**src/rtl/hazard_pkg.sv**
```systemverilog
// Shared types and constants for the pipeline hazard unit.
package hazard_pkg;

  // Width of an architectural register index
  localparam int REG_W = 5;

  // Default number of stall cycles for a multi-cycle divide
  localparam int DIV_LATENCY_DEF = 8;

  typedef enum logic {
    IDLE     = 1'b0,
    DIV_WAIT = 1'b1
  } state_t;

endpackage

```
**src/rtl/hazard_div_timer.sv**
```systemverilog
// Loadable down-counter used to time a divide stall; done flags a zero count.
module hazard_div_timer #(
  parameter int W = 8
) (
  input  logic         clk,
  input  logic         rst_n,
  input  logic         load,
  input  logic [W-1:0] loadVal,
  input  logic         dec,
  output logic         done
);

  logic [W-1:0] count;

  // Load wins over decrement; the count never goes below zero
  always_ff @(posedge clk or negedge rst_n) begin
    if (!rst_n)                  count <= '0;
    else if (load)               count <= loadVal;
    else if (dec && count != '0) count <= count - 1'b1;
  end

  assign done = (count == '0);

endmodule

```
**src/rtl/hazard_unit.sv**
```systemverilog
// Pipeline hazard unit: load-use stall, taken-branch flush and, with
// HAZARD_DIV_EN defined, a multi-cycle divide stall (DIV_WAIT state).
module hazard_unit
  import hazard_pkg::*;
#(
  parameter int DIV_LATENCY = DIV_LATENCY_DEF
) (
  input  logic             clk,
  input  logic             rst_n,
  input  logic             id_ex_MemRead,
  input  logic [REG_W-1:0] id_ex_RegisterRd,
  input  logic [REG_W-1:0] if_id_RegisterRs1,
  input  logic [REG_W-1:0] if_id_RegisterRs2,
  input  logic             if_id_UsesRs1,
  input  logic             if_id_UsesRs2,
  input  logic             ex_BranchTaken,
  input  logic             ex_DivStart,
  output logic             pcWrite,
  output logic             if_id_Write,
  output logic             if_id_Flush,
  output logic             id_ex_Bubble,
  output logic             id_ex_Write,
  output logic             ex_mem_Bubble,
  output logic             divBusy,
  output logic [31:0]      stallCount
);

  state_t state, nextState;
  logic   loadUse;

  // x0 is never a real dependency; only sources the instruction reads count
  assign loadUse = id_ex_MemRead && (id_ex_RegisterRd != '0) &&
                   ((if_id_UsesRs1 && (if_id_RegisterRs1 == id_ex_RegisterRd)) ||
                    (if_id_UsesRs2 && (if_id_RegisterRs2 == id_ex_RegisterRd)));

`ifdef HAZARD_DIV_EN
  localparam logic [7:0] LOAD_VAL = 8'(DIV_LATENCY - 1);
  logic timerDone;

  hazard_div_timer #(.W(8)) uTimer (
    .clk     (clk),
    .rst_n   (rst_n),
    .load    ((state == IDLE) && ex_DivStart),
    .loadVal (LOAD_VAL),
    .dec     (state == DIV_WAIT),
    .done    (timerDone)
  );
`else
  logic unusedDiv;
  assign unusedDiv = ex_DivStart;
`endif

  // FSM state register
  always_ff @(posedge clk or negedge rst_n) begin
    if (!rst_n) state <= IDLE;
    else        state <= nextState;
  end

  // Next state and stall/flush controls; reset holds the IDLE defaults
  always_comb begin
    nextState     = state;
    pcWrite       = 1'b1;
    if_id_Write   = 1'b1;
    if_id_Flush   = 1'b0;
    id_ex_Bubble  = 1'b0;
    id_ex_Write   = 1'b1;
    ex_mem_Bubble = 1'b0;
    divBusy       = 1'b0;
    if (rst_n) begin
      case (state)
        IDLE: begin
          // Branch squashes the dependent instruction, so no stall is needed
          if (ex_BranchTaken) begin
            if_id_Flush  = 1'b1;
            id_ex_Bubble = 1'b1;
          end else if (loadUse) begin
            pcWrite      = 1'b0;
            if_id_Write  = 1'b0;
            id_ex_Bubble = 1'b1;
          end
`ifdef HAZARD_DIV_EN
          if (ex_DivStart) nextState = DIV_WAIT;
`endif
        end
`ifdef HAZARD_DIV_EN
        DIV_WAIT: begin
          // EX is frozen: branch, divide start and load-use are ignored
          pcWrite       = 1'b0;
          if_id_Write   = 1'b0;
          id_ex_Write   = 1'b0;
          ex_mem_Bubble = 1'b1;
          divBusy       = 1'b1;
          if (timerDone) nextState = IDLE;
        end
`endif
        default: nextState = IDLE;
      endcase
    end
  end

  // Free-running count of stalled cycles, wraps modulo 2^32
  always_ff @(posedge clk or negedge rst_n) begin
    if (!rst_n)        stallCount <= '0;
    else if (!pcWrite) stallCount <= stallCount + 32'd1;
  end

endmodule

```
**config.mk**
```make
export PLATFORM = sky130hd
export DESIGN_NAME = hazard_unit
export DESIGN_NICKNAME = d
export VERILOG_FILES = /design/src/rtl/hazard_pkg.sv /design/src/rtl/hazard_div_timer.sv /design/src/rtl/hazard_unit.sv
export SDC_FILE = /design/constraint.sdc
export NUM_CORES = 1
export LEC_CHECK = 0
export CORE_MARGIN = 3
export CORE_UTILIZATION = 46
export CTS_CLUSTER_SIZE = 24
export DETAILED_ROUTE_END_ITERATION = 12
export PLACE_DENSITY = 0.8
export SYNTH_ARGS = -nofsm -noshare
export SYNTH_HDL_FRONTEND = slang
export SYNTH_HIERARCHICAL = 1
export SYNTH_SLANG_ARGS = --single-unit
```
**constraint.sdc**
```tcl
create_clock -name clk -period 2.34 [get_ports clk]
set_input_delay 0.351 -clock clk [delete_from_list [all_inputs] [get_ports clk]]
set_output_delay 0.351 -clock clk [all_outputs]
set_load 0.05 [all_outputs]
```
==> Yosys cells after proc, flatten, opt, wreduce, memory -nomap -nowiden <==
Index checks and enable logic that the tools add are counted.
{ "classes": {"mul": 0, "reduce_logical": 6, "div": 0, "magnitude_cmp": 0, "n_mux": 8, "n_bitwise": 0, "eq_ne": 2, "shifts": 0, "addsub": 1} }
{ "op_table": {"columns": ["operator", "count"], "rows": [
  ["adder 32 x 1 -> 32 bit, second input constant", 1],
  ["== test 5 bit", 2],
  ["2-to-1 mux 1 bit", 8],
  ["nonzero test 5 bit", 1],
  ["logical AND 1 bit", 4],
  ["logical OR 1 bit", 1]
]} }
{ "totals": {"n_memories": 0, "ram_bits": 0, "reg_bits": 32, "latch_bits": 0, "rom_bits": 0} }

==> Depth between registers and ports, before layout <==
Gate-level depths: netlist of the first run.
{ "logic_depth": {"depth_word": 7, "ltp_mapped": 7, "ltp_nobuf": 5} }

==> Worst setup path after synthesis of the first run <==
OpenSTA, ideal clock, no wires.
{ "synth_path": {"path_type": "input-to-output", "startpoint": "input id_ex_RegisterRd[1]", "endpoint": "output pcWrite", "cell_stages": 6, "path_buffers": 1, "slack_ns": 0.070, "t_arrival_ns": 1.919, "cell_sequence": "or4_1 o21a_1 nand2_1 nor2_1 inv_1 buf_4"} }
{ "synth_via": {"elab_chain_len": 7, "word_cells_on_any_way": 11, "cone_classes": "eq/ne: 2; mux: 3; reduce/logical: 6"} }
{ "synth_rtl": {"columns": ["item", "line_no", "text"], "rows": [
  ["start: declaration", "hazard_unit.sv:11", "input logic [REG_W-1:0] id_ex_RegisterRd,"],
  ["== test 5 bit (on tied branches)", "hazard_unit.sv:33, hazard_unit.sv:34", null],
  ["logical AND 1 bit (on tied branches)", "hazard_unit.sv:33, hazard_unit.sv:34", null],
  ["logical OR 1 bit", "hazard_unit.sv:33", "((if_id_UsesRs1 && (if_id_RegisterRs1 == id_ex_RegisterRd)) ||"],
  ["logical AND 1 bit *", "hazard_unit.sv:32", "assign loadUse = id_ex_MemRead && (id_ex_RegisterRd != '0) &&"],
  ["2-to-1 mux 1 bit * (3 in a row)", null, null],
  ["end: declaration", "hazard_unit.sv:18", "output logic pcWrite,"]
]} }
Mark *: on every way between the ends. The rest lies on a longest branch, timed or not.

==> Worst setup path after layout of the first run <==
{ "layout_path": {"startpoint": "input id_ex_RegisterRd[2]", "endpoint": "output pcWrite"} }
{ "layout_via": {"elab_chain_len": 7, "word_cells_on_any_way": 11, "cone_classes": "eq/ne: 2; mux: 3; reduce/logical: 6"} }
{ "layout_rtl": {"columns": ["item", "line_no", "text"], "rows": [
  ["== test 5 bit (on tied branches)", "hazard_unit.sv:33, hazard_unit.sv:34", null],
  ["logical AND 1 bit (on tied branches)", "hazard_unit.sv:33, hazard_unit.sv:34", null],
  ["logical OR 1 bit", "hazard_unit.sv:33", null],
  ["logical AND 1 bit *", "hazard_unit.sv:32", null],
  ["2-to-1 mux 1 bit *", "hazard_unit.sv:76", "end else if (loadUse) begin"],
  ["2-to-1 mux 1 bit *", "hazard_unit.sv:73", "if (ex_BranchTaken) begin"],
  ["2-to-1 mux 1 bit *", "hazard_unit.sv:69", "if (rst_n) begin"]
]} }
Marked as above.

==> results of run 1 <==
## cells in the final DEF (no fill, tap or decap), types with 2 or more instances in the layout
cell	Yosys	routed
dfrtp_1	32	32
dlymetal6s2s_1	0	3
nor4b_1	3	3
buf_6	0	4
nand2_1	15	15
conb_1	2	3
nand4_1	10	10
o21a_1	2	2
nor4_2	2	2
clkdlybuf4s50_1	0	47
xnor2_1	18	16
and3_1	6	6
nand3_1	11	11
dlygate4sd2_1	0	2
nor2_1	6	4
or4_4	2	3
inv_1	3	3
nor4_1	10	10
nor4_4	2	2
xnor2_2	0	2
clkbuf_8	1	5
buf_4	4	19
and4_1	3	3
xor2_1	23	23
nor3_1	5	5
## through the flow
step / std cells / TNS, ns / utilization [%] / setup slack, ns / cell area [um2]
3_5_place_dp: 294 / -0.5352 / 68.18 / -0.1011 / 2571
6_report: 300 / 0 / 71.93 / 0.07398 / 2713
5_1_grt: 300 / 0 / 71.93 / 0.03742 / 2713
2_1_floorplan: 179 / 0 / - / 0.07041 / 1862
4_1_cts: 299 / 0 / 70.47 / 0.003717 / 2658
3_3_place_gp: 294 / -0.2003 / 68.18 / -0.05076 / 2571
## final cells by class
cell class / count / area (um2)
clock buffer: 5 / 68.82
fill: 281 / 1059
inverter: 3 / 11.26
multi-input combinational: 136 / 1039
sequential: 32 / 800.8
tap: 48 / 60.06
timing repair buffer: 76 / 733.2
## logic make-up (layout without fill, tap and decap cells)
group | after synthesis | after routing | share of synthesized area (%)
AND/OR/NAND/NOR | 84 | 84 | 29.70
other | 2 | 3 | 0.4042
multiplexers | 1 | 1 | 0.6060
flip-flops | 32 | 32 | 43.10
AO/OA/AOI/OAI | 6 | 6 | 2.559
adder cells (fa/ha/maj) | 1 | 1 | 0.6733
XOR/XNOR | 41 | 41 | 19.33
buffers and inverters | 11 | 84 | 3.636
## worst max-delay path: cells and delay by family
family                 cells  cell delay, ns
AOI/OAI and AO/OA          1            0.23
buffers and inverters      3            0.55
and+or+nand+nor            3            0.78
## repair_timing
action                                  in CTS  in global routing
hold buffers                                 0                  0
pin swaps                                    1                  6
buffers inserted                             0                  1
endpoints found under the setup margin       3                  3
gates resized for setup                      7                 11
## routing by layer
metal / track usage, % / share of wire, % / up-vias
met5: 0 / 0 / -
met1: 26.68 / 43 / 807
li1: - / - / 785
met4: 7.158 / 1.4 / 0
met3: 5.507 / 6.5 / 6
met2: 32.94 / 49 / 58
## power breakdown
group	switching [mW]	leakage (nW)	total [mW]	internal, mW
sequential	0.00849	0.441	0.568	0.559
clock	0.177	0.0359	0.368	0.191
combinational	0.102	0.752	0.182	0.0804
## path summary, 6_finish.rpt
kind | startpoint | endpoint | slack [ns] | cells past startpoint
min in group asynchronous | rst_n | stallCount[5] | 0.56 | 2
worst min register to register | stallCount[31] | stallCount[31] | 0.47 | 1
worst max-delay path | id_ex_RegisterRd[2] | pcWrite | 0.07 | 7
max in group asynchronous | rst_n | stallCount[24] | 1.48 | 2
worst max register to register | stallCount[3] | stallCount[26] | 0.34 | 5
worst min-delay path | stallCount[31] | stallCount[31] | 0.47 | 1
==> flow_metrics.env, run 1 <==
export IMPL_area_growth_pct=45.99
export IMPL_p_per_area_mw_per_mm2=412.2
export IMPL_gp_congestion=0.8633
export IMPL_post_synth_cell_area_avg_um2=10.44
export IMPL_clock_latency_ns=0.28
export IMPL_grt_pass1_vias=1635
export IMPL_die_area_mm2=0.004838
export IMPL_largest_register_ffs=32
export IMPL_synth_edf_count=0
export IMPL_drive_gt1_share_pct=19.05
export IMPL_coreArea_mm2=0.003771
export IMPL_synthArstFlopShare_pct=100.0
export IMPL_crit_chain="dlygate4sd2_1 -> or4_4 -> o21a_1 -> nand2_1 -> nor2_4 -> inv_1 -> buf_6"
export IMPL_rsz0062_at_grt="no"
export IMPL_clkTransAtPathRegs_ns=0.06
export IMPL_wl_um=4632
export IMPL_leakagePower_nw=1.229
export IMPL_setup_viol=0
export IMPL_vdd_drop_max_v=0.0003912
export IMPL_netlist_area_mm2=0.001858
export IMPL_synth_seq_cells=32
export IMPL_yosys_warnings=6
export IMPL_fmax_ghz=0.4413
export IMPL_synth_top_cell_area_share_pct=43.10
export IMPL_num_antenna_cells=0
export IMPL_worstPathRequired_ns=1.99
export IMPL_ctsLongestPathBuffers=2
export IMPL_die_w_um=69.56
export IMPL_yosysUniqueCellTypes=37
export IMPL_grt_max_degree=35
export IMPL_ant_nets=0
export IMPL_fin_nets=277
export IMPL_start_kind="primary input"
export IMPL_seq_area_frac_synth_pct=43.10
export IMPL_netlist_instances=178
export IMPL_worstPathMaxFanout=3
export IMPL_portBuffers=56
export IMPL_cts_sinks=32
export IMPL_via_count=1656
export IMPL_max_flop_register="stallCount"
export IMPL_hold_class="flop to flop"
export IMPL_status="complete, no violations"
export IMPL_top_regs="stallCount: 32 flops"
export IMPL_period_share_pct=96.84
export IMPL_start_util_pct=49.27
export IMPL_fin_skew_ns=0.004283
export IMPL_post_drt_wl_per_cell_um=15.44
export IMPL_vias_per_cell=5.520
export IMPL_yosysMostFrequentCell="dfrtp_1"
export IMPL_grt_usage_pct=20.54
export IMPL_cts_made_buffers=5
export IMPL_cts_tree="yes"
export IMPL_maxCapViolCount=0
export IMPL_fin_crit_ns=2.266
export IMPL_rows=22
export IMPL_crit_path_max_incr_delay_ns=0.59
export IMPL_worstPathArrival_ns=1.92
export IMPL_grt_ovfl_total=0
export IMPL_slew_headroom_pct=65.76
export IMPL_synth_area_top_cells="dfrtp_1 (43%), xor2_1 (11%), xnor2_1 (8.5%)"
export IMPL_slowest_stage="or4_4"
export IMPL_drc=0
export IMPL_hold_viol=0
export IMPL_finalPower_mw=1.118
export IMPL_drt_iter0_markers=79
export IMPL_ioPinCount=61
export IMPL_htreeDepth=2
export IMPL_die_h_um=69.56
export IMPL_drt_pass1_iterations=4
export IMPL_synth_commonest_cells="dfrtp_1 (32), xor2_1 (23), xnor2_1 (18), nand2_1 (15), nand3_1 (11)"
export IMPL_whs_ns=0.4664
export IMPL_maxSlewViolCount=0
export IMPL_antenna_found_initial=0
export IMPL_cp_end_kind="output port"
export IMPL_worstSetupPathType="primary input to output port"
export IMPL_synth_top_cell_by_area="dfrtp_1"
export IMPL_tightest_slew_ns=0.5119
export IMPL_grt_pass1_wl_um=7914
export IMPL_synth_main_ff_cell="dfrtp_1"
export IMPL_place_hpwl_um=3459
export IMPL_cts_root_buf="clkbuf_8"
Note: power is estimated with default switching activity, not from simulation.
==> run 2: changes to the inputs <==
RECOVER_POWER = 50   (was not set)
SETUP_SLACK_MARGIN = 0.05   (was not set)
==> flow_metrics.env, run 2 (synthesis results as in run 1) <==
export IMPL_grt_ovfl_total=0
export IMPL_wl_um=4652
export IMPL_grt_pass1_wl_um=8079
export IMPL_die_w_um=69.56
export IMPL_ctsLongestPathBuffers=2
export IMPL_fin_nets=277
export IMPL_crit_path_max_incr_delay_ns=0.59
export IMPL_final_common_cell="clkdlybuf4s50_1"
export IMPL_min_to="stallCount[31]"
export IMPL_coreArea_mm2=0.003771
export IMPL_fin_crit_ns=2.213
export IMPL_rrSetupSlack_ns=0.36
export IMPL_via_count=1650
export IMPL_r2r_end="stallCount[26]"
export IMPL_cp_end_kind="output port"
export IMPL_maxSlewViolCount=0
export IMPL_cts_root_buf="clkbuf_8"
export IMPL_top_regs="stallCount: 32 flops"
export IMPL_area_growth_pct=43.91
export IMPL_whs_ns=0.4613
export IMPL_post_drt_wl_per_cell_um=15.51
export IMPL_placedCellCount=294
export IMPL_postLayoutCellArea_mm2=0.002674
export IMPL_fin_util_pct=70.90
export IMPL_die_h_um=69.56
export IMPL_fin_skew_ns=0.004170
export IMPL_cts_tree="yes"
export IMPL_critPathBufInv=3
export IMPL_placed_area_mm2=0.002571
export IMPL_num_antenna_cells=0
export IMPL_drc=0
export IMPL_largest_register_ffs=32
export IMPL_slew_headroom_pct=65.55
export IMPL_min_delay_start="stallCount[31]"
export IMPL_grt_max_degree=35
export IMPL_hold_depth=1
export IMPL_place_hpwl_um=3459
export IMPL_rows=22
export IMPL_worstSetupPathType="primary input to output port"
export IMPL_leakagePower_nw=1.239
export IMPL_critical_path_top_delay_family="simple AND/OR/NAND/NOR gates"
export IMPL_drive_gt1_share_pct=17.06
export IMPL_maxCapViolCount=0
export IMPL_slowest_stage="or4_4"
export IMPL_start_kind="primary input"
export IMPL_drt_iter0_markers=63
export IMPL_vdd_drop_max_v=0.0004030
export IMPL_drt_pass1_iterations=4
export IMPL_ant_nets=0
export IMPL_regToRegStartpoint="stallCount[3]"
export IMPL_worstPathArrival_ns=1.86
export IMPL_clock_latency_ns=0.28
export IMPL_crit_chain="dlygate4sd2_1 -> or4_4 -> o21a_1 -> nand2_1 -> nor2_2 -> inv_2 -> buf_8"
export IMPL_fmax_ghz=0.4520
export IMPL_vias_per_cell=5.500
export IMPL_stdcell_count=300
export IMPL_ff2ff_path_depth=5
export IMPL_antenna_found_initial=0
export IMPL_cts_made_buffers=5
export IMPL_rsz0062_at_grt="no"
export IMPL_setup_viol=0
export IMPL_tightest_slew_ns=0.5151
export IMPL_cts_hold_buf=0
export IMPL_clkTransAtPathRegs_ns=0.06
export IMPL_hold_viol=0
export IMPL_htreeDepth=2
export IMPL_final_cell_mix="clkdlybuf4s50_1 (35), dfrtp_1 (32), xor2_1 (23)"
export IMPL_finalPower_mw=1.113
export IMPL_max_flop_register="stallCount"
export IMPL_die_area_mm2=0.004838
export IMPL_cts_sinks=32
export IMPL_worstPathRequired_ns=1.99
export IMPL_grt_pass1_vias=1668
export IMPL_period_share_pct=94.55
export IMPL_worstPathMaxFanout=3
export IMPL_portBuffers=56
export IMPL_status="complete, no violations"
export IMPL_hold_class="flop to flop"
export IMPL_ioPinCount=61
export IMPL_gp_congestion=0.8633
export IMPL_start_util_pct=49.27
export IMPL_grt_usage_pct=20.94
export IMPL_p_per_area_mw_per_mm2=416.2
==> run 2: cell count changes in the layout (fill, tap and decap cells not counted), sizes merged <==
cell | before | now
clkdlybuf4s50 | 47 | 35
dlygate4sd3 | 0 | 12
buf | 24 | 21
clkbuf | 5 | 8
dlygate4sd2 | 2 | 3
dlymetal6s2s | 3 | 2
==> run 2: how the worst max path moves through the flow <==
stage                         startpoint           end  cells past startpoint  slack (ns)
global placement     id_ex_RegisterRd[2]   if_id_Write                      7       -0.05
floorplan            id_ex_RegisterRd[1]       pcWrite                      6        0.07
detailed placement   id_ex_RegisterRd[2]  id_ex_Bubble                      6       -0.10
global route        if_id_RegisterRs2[0]  id_ex_Bubble                      7        0.03
finish               id_ex_RegisterRd[2]       pcWrite                      7        0.13
CTS                  id_ex_RegisterRd[4]   if_id_Write                      7        0.05
==> run 2: worst register-to-register path, stage by stage, from the launching register on <==
cell,delay (ns)
dfrtp_1,0.44
and4_4,0.29
nand3_4,0.13
or4_4,0.62
nor4_2,0.20
xor2_1,0.20
==> run 2: area by class of cell <==
| class | count | area, um2 |
|---|---|---|
| fill | 287 | 1097 |
| multi-input combinational | 136 | 1007 |
| sequential | 32 | 800.8 |
| timing repair buffer | 76 | 725.7 |
| clock buffer | 5 | 68.82 |
| tap | 48 | 60.06 |
| inverter | 3 | 11.26 |
==> run 2: metal layers <==
layer | vias up | global-route usage (%) | share of wire, %
li1 | 783 | - | -
met1 | 794 | 26.89 | 44
met3 | 7 | 5.507 | 6.1
met5 | - | 0 | 0
met4 | 0 | 7.158 | 1.2
met2 | 66 | 34.11 | 49
==> run 2: timing repair <==
item,CTS,global route
resized for setup,13,2
pin swaps,4,3
endpoints found under the setup margin,3,6
setup buffers,1,0
==> run 2: report_power, final <==
group	total (mW)	switching [mW]	internal, mW
registers	0.568	0.00830	0.559
logic	0.174	0.0979	0.0758
clock network	0.371	0.180	0.191
==> run 2: through the flow <==
step / TNS, ns / worst slack (ns)
final: 0 / 0.1274
after floorplan: 0 / 0.07041
after CTS: 0 / 0.05351
after detailed placement: -0.5352 / -0.1011
after global placement: -0.2003 / -0.05076
after global routing: 0 / 0.03099
